--- src/rtl/quad_decoder_if.sv ---
// Bus bundle for the quadrature decoder: raw encoder pins and control in,
// counter-facing strobes and the sticky error flag out.
interface quad_decoder_if #(
    parameter int WIDTH = 8
);
    logic             a_in;
    logic             b_in;
    logic             idx_in;
    logic [WIDTH-1:0] idx_val;
    logic             err_clr;
    logic             en_out;
    logic             ud_out;
    logic             load_out;
    logic [WIDTH-1:0] d_out;
    logic             err_out;

    modport master (
        output a_in, b_in, idx_in, idx_val, err_clr,
        input  en_out, ud_out, load_out, d_out, err_out
    );

    modport slave (
        input  a_in, b_in, idx_in, idx_val, err_clr,
        output en_out, ud_out, load_out, d_out, err_out
    );
endinterface

--- src/rtl/quad_decoder.sv ---
// Quadrature encoder front-end: synchronise and glitch-filter A/B/index, decode
// the Gray sequence into en/ud step strobes plus an index-driven preset load.
module quad_decoder #(
    parameter int SYNC_STAGES = 2,
    parameter int FILT_LEN    = 4,
    parameter int WIDTH       = 8
) (
    input  logic           ck,
    input  logic           reset,
    quad_decoder_if.slave  bus
);
    localparam int CW = $clog2(FILT_LEN + 1);

    typedef enum logic [2:0] {INIT, S00, S10, S11, S01} stateType;

    logic [2:0]    pinRaw;
    logic [2:0]    filt;
    logic [2:0]    filtPrev;
    stateType      state;
    stateType      nextState;
    stateType      newState;
    logic [CW-1:0] initCnt;
    logic          idxRise;
    logic [1:0]    posDelta;
    logic          stepNext, upNext, loadNext, errNext;
    logic          stepReg, upReg, loadReg, errReg;

    // Bit 0 is A, bit 1 is B, bit 2 is index.
    assign pinRaw = {bus.idx_in, bus.b_in, bus.a_in};

    // A level is accepted only after it has differed from the filtered level
    // for FILT_LEN consecutive cycles; any agreement restarts the count.
    for (genvar p = 0; p < 3; p++) begin : g_pin
        logic [SYNC_STAGES-1:0] chain;
        logic [CW-1:0]          cnt;
        logic                   lvl;

        always_ff @(posedge ck or negedge reset) begin
            if (!reset) begin
                chain <= '0;
                cnt   <= '0;
                lvl   <= 1'b0;
            end else begin
                chain <= {chain[SYNC_STAGES-2:0], pinRaw[p]};
                if (chain[SYNC_STAGES-1] == lvl) begin
                    cnt <= '0;
                end else if (cnt == CW'(FILT_LEN - 1)) begin
                    lvl <= chain[SYNC_STAGES-1];
                    cnt <= '0;
                end else begin
                    cnt <= cnt + 1'b1;
                end
            end
        end

        assign filt[p] = lvl;
    end

    function automatic stateType abToState(input logic a, input logic b);
        case ({a, b})
            2'b00:   return S00;
            2'b10:   return S10;
            2'b11:   return S11;
            default: return S01;
        endcase
    endfunction

    function automatic logic [1:0] grayPos(input stateType s);
        case (s)
            S10:     return 2'd1;
            S11:     return 2'd2;
            S01:     return 2'd3;
            default: return 2'd0;
        endcase
    endfunction

    always_ff @(posedge ck or negedge reset) begin
        if (!reset) begin
            state    <= INIT;
            filtPrev <= '0;
            initCnt  <= '0;
            stepReg  <= 1'b0;
            upReg    <= 1'b0;
            loadReg  <= 1'b0;
            errReg   <= 1'b0;
        end else begin
            state    <= nextState;
            filtPrev <= filt;
            initCnt  <= (state == INIT) ? initCnt + 1'b1 : '0;
            stepReg  <= stepNext;
            upReg    <= upNext;
            loadReg  <= loadNext;
            errReg   <= errNext;
        end
    end

    // A position delta of 1 is an up step, 3 is down, 2 means both pins moved.
    // An index load in the same cycle suppresses the step but not the state move.
    always_comb begin
        nextState = state;
        stepNext  = 1'b0;
        upNext    = 1'b0;
        loadNext  = 1'b0;
        errNext   = 1'b0;
        newState  = abToState(filt[0], filt[1]);
        idxRise   = filt[2] & ~filtPrev[2];
        posDelta  = grayPos(newState) - grayPos(state);
        if (state == INIT) begin
            if ((filt != filtPrev) || (initCnt == CW'(FILT_LEN - 1))) begin
                nextState = newState;
            end
        end else begin
            loadNext = idxRise;
            if (newState != state) begin
                nextState = newState;
                if (posDelta == 2'd2) begin
                    errNext = 1'b1;
                end else if (!idxRise) begin
                    stepNext = 1'b1;
                    upNext   = (posDelta == 2'd1);
                end
            end
        end
    end

    always_ff @(posedge ck or negedge reset) begin
        if (!reset) begin
            bus.en_out   <= 1'b0;
            bus.ud_out   <= 1'b0;
            bus.load_out <= 1'b0;
            bus.d_out    <= '0;
            bus.err_out  <= 1'b0;
        end else begin
            bus.en_out   <= stepReg | loadReg;
            bus.load_out <= loadReg;
            bus.d_out    <= loadReg ? bus.idx_val : '0;
            if (stepReg) begin
                bus.ud_out <= upReg;
            end
            if (errReg) begin
                bus.err_out <= 1'b1;
            end else if (bus.err_clr) begin
                bus.err_out <= 1'b0;
            end
        end
    end
endmodule

--- src/flat_wrapper.sv ---
// flat-port wrapper written by rule: the top's interface ports become plain ports
module quad_decoder_flat 
#(
    parameter int SYNC_STAGES = 2,
    parameter int FILT_LEN    = 4,
    parameter int WIDTH       = 8
)
  (ck, reset, bus_a_in, bus_b_in, bus_idx_in, bus_idx_val, bus_err_clr, bus_en_out, bus_ud_out, bus_load_out, bus_d_out, bus_err_out);
  quad_decoder_if #(.WIDTH(WIDTH)) bus_i ();
  input  logic ck;
  input  logic reset;
  input wire logic [$bits(bus_i.a_in)-1:0] bus_a_in;
  input wire logic [$bits(bus_i.b_in)-1:0] bus_b_in;
  input wire logic [$bits(bus_i.idx_in)-1:0] bus_idx_in;
  input wire logic [$bits(bus_i.idx_val)-1:0] bus_idx_val;
  input wire logic [$bits(bus_i.err_clr)-1:0] bus_err_clr;
  output wire logic [$bits(bus_i.en_out)-1:0] bus_en_out;
  output wire logic [$bits(bus_i.ud_out)-1:0] bus_ud_out;
  output wire logic [$bits(bus_i.load_out)-1:0] bus_load_out;
  output wire logic [$bits(bus_i.d_out)-1:0] bus_d_out;
  output wire logic [$bits(bus_i.err_out)-1:0] bus_err_out;
  assign bus_i.a_in = bus_a_in;
  assign bus_i.b_in = bus_b_in;
  assign bus_i.idx_in = bus_idx_in;
  assign bus_i.idx_val = bus_idx_val;
  assign bus_i.err_clr = bus_err_clr;
  assign bus_en_out = bus_i.en_out;
  assign bus_ud_out = bus_i.ud_out;
  assign bus_load_out = bus_i.load_out;
  assign bus_d_out = bus_i.d_out;
  assign bus_err_out = bus_i.err_out;
  quad_decoder #(.SYNC_STAGES(SYNC_STAGES), .FILT_LEN(FILT_LEN), .WIDTH(WIDTH)) u_core (.ck(ck), .reset(reset), .bus(bus_i));
endmodule
--- config.mk ---
export PLATFORM = sky130hd
export DESIGN_NAME = quad_decoder_flat
export DESIGN_NICKNAME = d
export VERILOG_FILES = /design/src/rtl/quad_decoder_if.sv /design/src/rtl/quad_decoder.sv /design/src/flat_wrapper.sv
export SDC_FILE = /design/constraint.sdc
export NUM_CORES = 1
export LEC_CHECK = 0
export ABC_CLOCK_PERIOD_IN_PS = 5400
export CAP_MARGIN = 10
export CELL_PAD_IN_SITES_DETAIL_PLACEMENT = 1
export CELL_PAD_IN_SITES_GLOBAL_PLACEMENT = 2
export CORE_MARGIN = 5
export CORE_UTILIZATION = 35
export CTS_CLUSTER_SIZE = 28
export DETAILED_ROUTE_END_ITERATION = 6
export PLACE_DENSITY_LB_ADDON = 0.1
export SLEW_MARGIN = 15
export SYNTH_ARGS = -nofsm -noshare
export SYNTH_HDL_FRONTEND = slang
export SYNTH_SLANG_ARGS = --single-unit
--- constraint.sdc ---
create_clock -name ck -period 5.4 [get_ports ck]
set_clock_uncertainty 0.1 [all_clocks]
set_input_delay 0.81 -clock ck [delete_from_list [all_inputs] [get_ports ck]]
set_output_delay 0.81 -clock ck [all_outputs]
set_load 0.02 [all_outputs]
==> results by group <==
Power
  – Leakage: 0.001012 uW
  – Sw Ratio: 0.3458
  – Combinational Power Share: 0.377
  – VDD IR max: 0.0002433 V
  – Cell Pwr Density: 544.5 nW/um^2
  – Seq pwr share: 0.414
  – Clk pwr share: 0.209
  – Internal: 770.5 uW
  – Total power: 1178 uW
  – Sw power: 407.3 uW

Logic synthesis
  – Synth Warn #: 0
  – Post-synth cell types: 31
  – Net Count, Synth: 160
  – Largest area contributor in the netlist: dfrtp_1
  – Adder-Cell Fraction of Synth Area: 0.07846
  – Post-Synth XOR/XNOR Area: 0.04494
  – Seq cells post-synth: 43
  – Register area share after synthesis: 0.6134
  – Largest family of logic cells by synthesized area: simple AND/OR/NAND/NOR gates
  – Yosys top cell area share: 0.6134
  – Cells after Synth: 135
  – Syn avg cell area: 12.99 um^2
  – Synth Cell Area: 1754 um^2
  – Synth Area in Compound Gates: 0.05064
  – Synth area leaders: dfrtp_1, ha_1, and2_1
  – Post-synthesis simple-gate area fraction: 0.1391
  – Portion of netlist area occupied by mux cells: 0.03780

Timing
  – RSZ-0062 raised after global routing: no
  – Crit share post-route: 0.4547
  – Final Hold Fails: 0
  – Final setup margin: 2945 ps
  – Setup_tns: 0 ps
  – Rel. slew slack: 0.3855
  – # setup viols final: 0
  – Slew @ Worst Pin: 921.8 ps
  – Fin crit period: 2455 ps
  – Max Clk Rate: 0.4073 GHz
  – Slew Limit Fails: 0

Clocking
  – CTS Hold Buffers Added: 0
  – CTS buffer count: 5
  – CTS H-tree lvls: 2
  – CTS resizes: 0
  – Setup bufs post-CTS: 0
  – CTS tree: done
  – # clock sinks: 43
  – CTS clk-pin slew, worst paths: 80 ps
  – CTS Buffer Depth: 2
  – Root Driver: clkbuf_8
  – Clock latency on the worst-skew pair: 290 ps

Detailed routing
  – DRT iter0 DRCs: 37
  – Wire per inst: 12.92 um
  – First-pass detailed-route iteration total: 4
  – Via Count: 1046
  – Vias per cell: 4.528
  – Post-Route WL: 2984 um
  – Remaining antenna violation count: 0
  – DRC: 0

Final layout
  – Most frequent cells in the layout: dfrtp_1, clkdlybuf4s50_1, ha_1
  – Area growth, synth to finish: 23.32%
  – Layout fillers: 517
  – Nets@finish: 188
  – Share of cells above drive strength 1: 0.09146
  – Finished Cell Area: 2163 um^2
  – # diodes: 0
  – Commonest non-fill, non-tap cell in the layout: dfrtp_1
  – Finished Layout Cells: 231

Placed design
  – Detailed Place HPWL: 2233 um
  – Final RePlAce weighted congestion: 0.7019
  – Placed Area: 2051 um^2
  – Port bufs: 25
  – Place WS: 2970 ps
  – Dpl cells: 223

Worst setup path
  – Critical-path maximum fanout: 12
  – CP endpoint kind: register
  – Critical path class: reg -> reg
  – Worst reg-to-reg setup slack: 2940 ps
  – Worst setup SP type: register
  – CP max stage cell: dfrtp_1
  – Cell Chain, Critical Path: inv_1 > ha_1 > nor4_1 > o21ai_0 > nor2_1 > o22ai_2 > mux2_1
  – WP data arrival: 2530 ps
  – CP peak stage delay: 590 ps
  – Critical Path RT: 5480 ps

Hold path
  – HP Class: reg -> reg

Die
  – Overall die width: 80.80 um
  – Die footprint: 6528 um^2
  – Chip height: 80.80 um
  – Core Rows: 25
  – Core ar.: 4786 um^2
  – Initial Util: 0.3665
  – I/O pins: 26

Global route
  – Initial antenna violation count: 0
  – Largest net degree at the start of global routing: 44
  – Vias in the first global route: 1141
  – Gr usage total: 0.1058
  – Global route overflow: 0
  – First-pass GRT wire length: 5126 um

Run status
  – Outcome: completed

Run
  – Max-cap violations: 0
## critical path, delay by kind of cell, from the launching register on
family                     cells  cell delay [ps]
and+or+nand+nor                2              590
adders and majority gates      1              300
muxes                          1              340
buffers and inverters          1              150
AOI/OAI and AO/OA              2              280
DFF                            1              590
## stage by stage
step	utilization	hold slack, ps
3_3_place_gp	0.4285	234.3
2_1_floorplan	-	231.2
6_report	0.4520	250.8
5_1_grt	0.4520	257.1
3_5_place_dp	0.4285	243.4
4_1_cts	0.4520	258.5
## registers in the layout, summed over array words and instances (netlist names)
signal,flops
u_core.bus.load_out,1
u_core.g_pin.lvl,3
u_core.loadReg,1
u_core.bus.err_out,1
u_core.bus.ud_out,1
u_core.g_pin.chain,6
u_core.stepReg,1
u_core.upReg,1
u_core.errReg,1
u_core.filtPrev,3
u_core.bus.en_out,1
u_core.initCnt,3
u_core.state,3
u_core.g_pin.cnt,9
u_core.bus.d_out,8
## routing by layer
metal | share of wire | GRT usage | vias up | wire, um
met5 | 0 | 0 | - | 0
met4 | 0.015 | 0.04561 | 0 | 44
met3 | 0.063 | 0.04545 | 5 | 188
met2 | 0.48 | 0.1846 | 26 | 1444
met1 | 0.44 | 0.1113 | 513 | 1306
li1 | - | - | 502 | -
## cells by family after synthesis
| logic type | count (synthesis) |
|---|---|
| buf+inv | 12 |
| xor+xnor | 9 |
| flops | 43 |
| compound gates | 12 |
| mux | 6 |
| simple gates | 42 |
| fa+ha+maj | 11 |
## area by class of cell
| cell class | instances | area (um^2) | share of cell area |
|---|---|---|---|
| Sequential cell | 43 | 1076 | 0.4974 |
| Multi-Input combinational cell | 80 | 615.6 | 0.2846 |
| Timing Repair Buffer | 25 | 245.2 | 0.1134 |
| Tap cell | 67 | 83.83 | 0.03875 |
| Clock buffer | 5 | 68.82 | 0.03181 |
| Clock inverter | 3 | 43.79 | 0.02024 |
| Inverter | 8 | 30.03 | 0.01388 |
## synthesized netlist by cell type (all sizes together)
library cell and number:
or3 1, inv 8, a21o 1, nor2b 5
xnor2 6, o22ai 1, a31oi 1, a21boi 1
and2 9, a21oi 2, mux2i 1, o21ai 4
nor3 4, nor3b 5, nor2 10, buf 4
dfrtp 43, o41ai 1, nor4b 1, mux2 5
ha 11, or2 1, xor2 3, nand2 3
nor4bb 1, a311oi 1, and3 1, nor4 1
## path summary, 6_finish.rpt
path                                          start                        to  cells past startpoint
max                             u_core.g_pin[0].lvl           u_core.state[0]                      7
min                        u_core.g_pin[1].chain[0]  u_core.g_pin[1].chain[1]                      0
max reg2reg                     u_core.g_pin[0].lvl           u_core.state[0]                      7
min reg2reg                u_core.g_pin[1].chain[0]  u_core.g_pin[1].chain[1]                      0
max in group asynchronous                     reset        u_core.filtPrev[0]                      1
min in group asynchronous                     reset       u_core.bus.d_out[1]                      1
## power groups by stage
stage / registers, uW / logic, uW / clock network (uW)
detailed placement: 497 / 449 / 0
finish: 488 / 443 / 247
floorplan: 492 / 326 / 0
CTS: 490 / 452 / 256
global placement: 491 / 438 / 0
global route: 503 / 496 / 274
No activity file was read; power rests on OpenSTA's default activity.
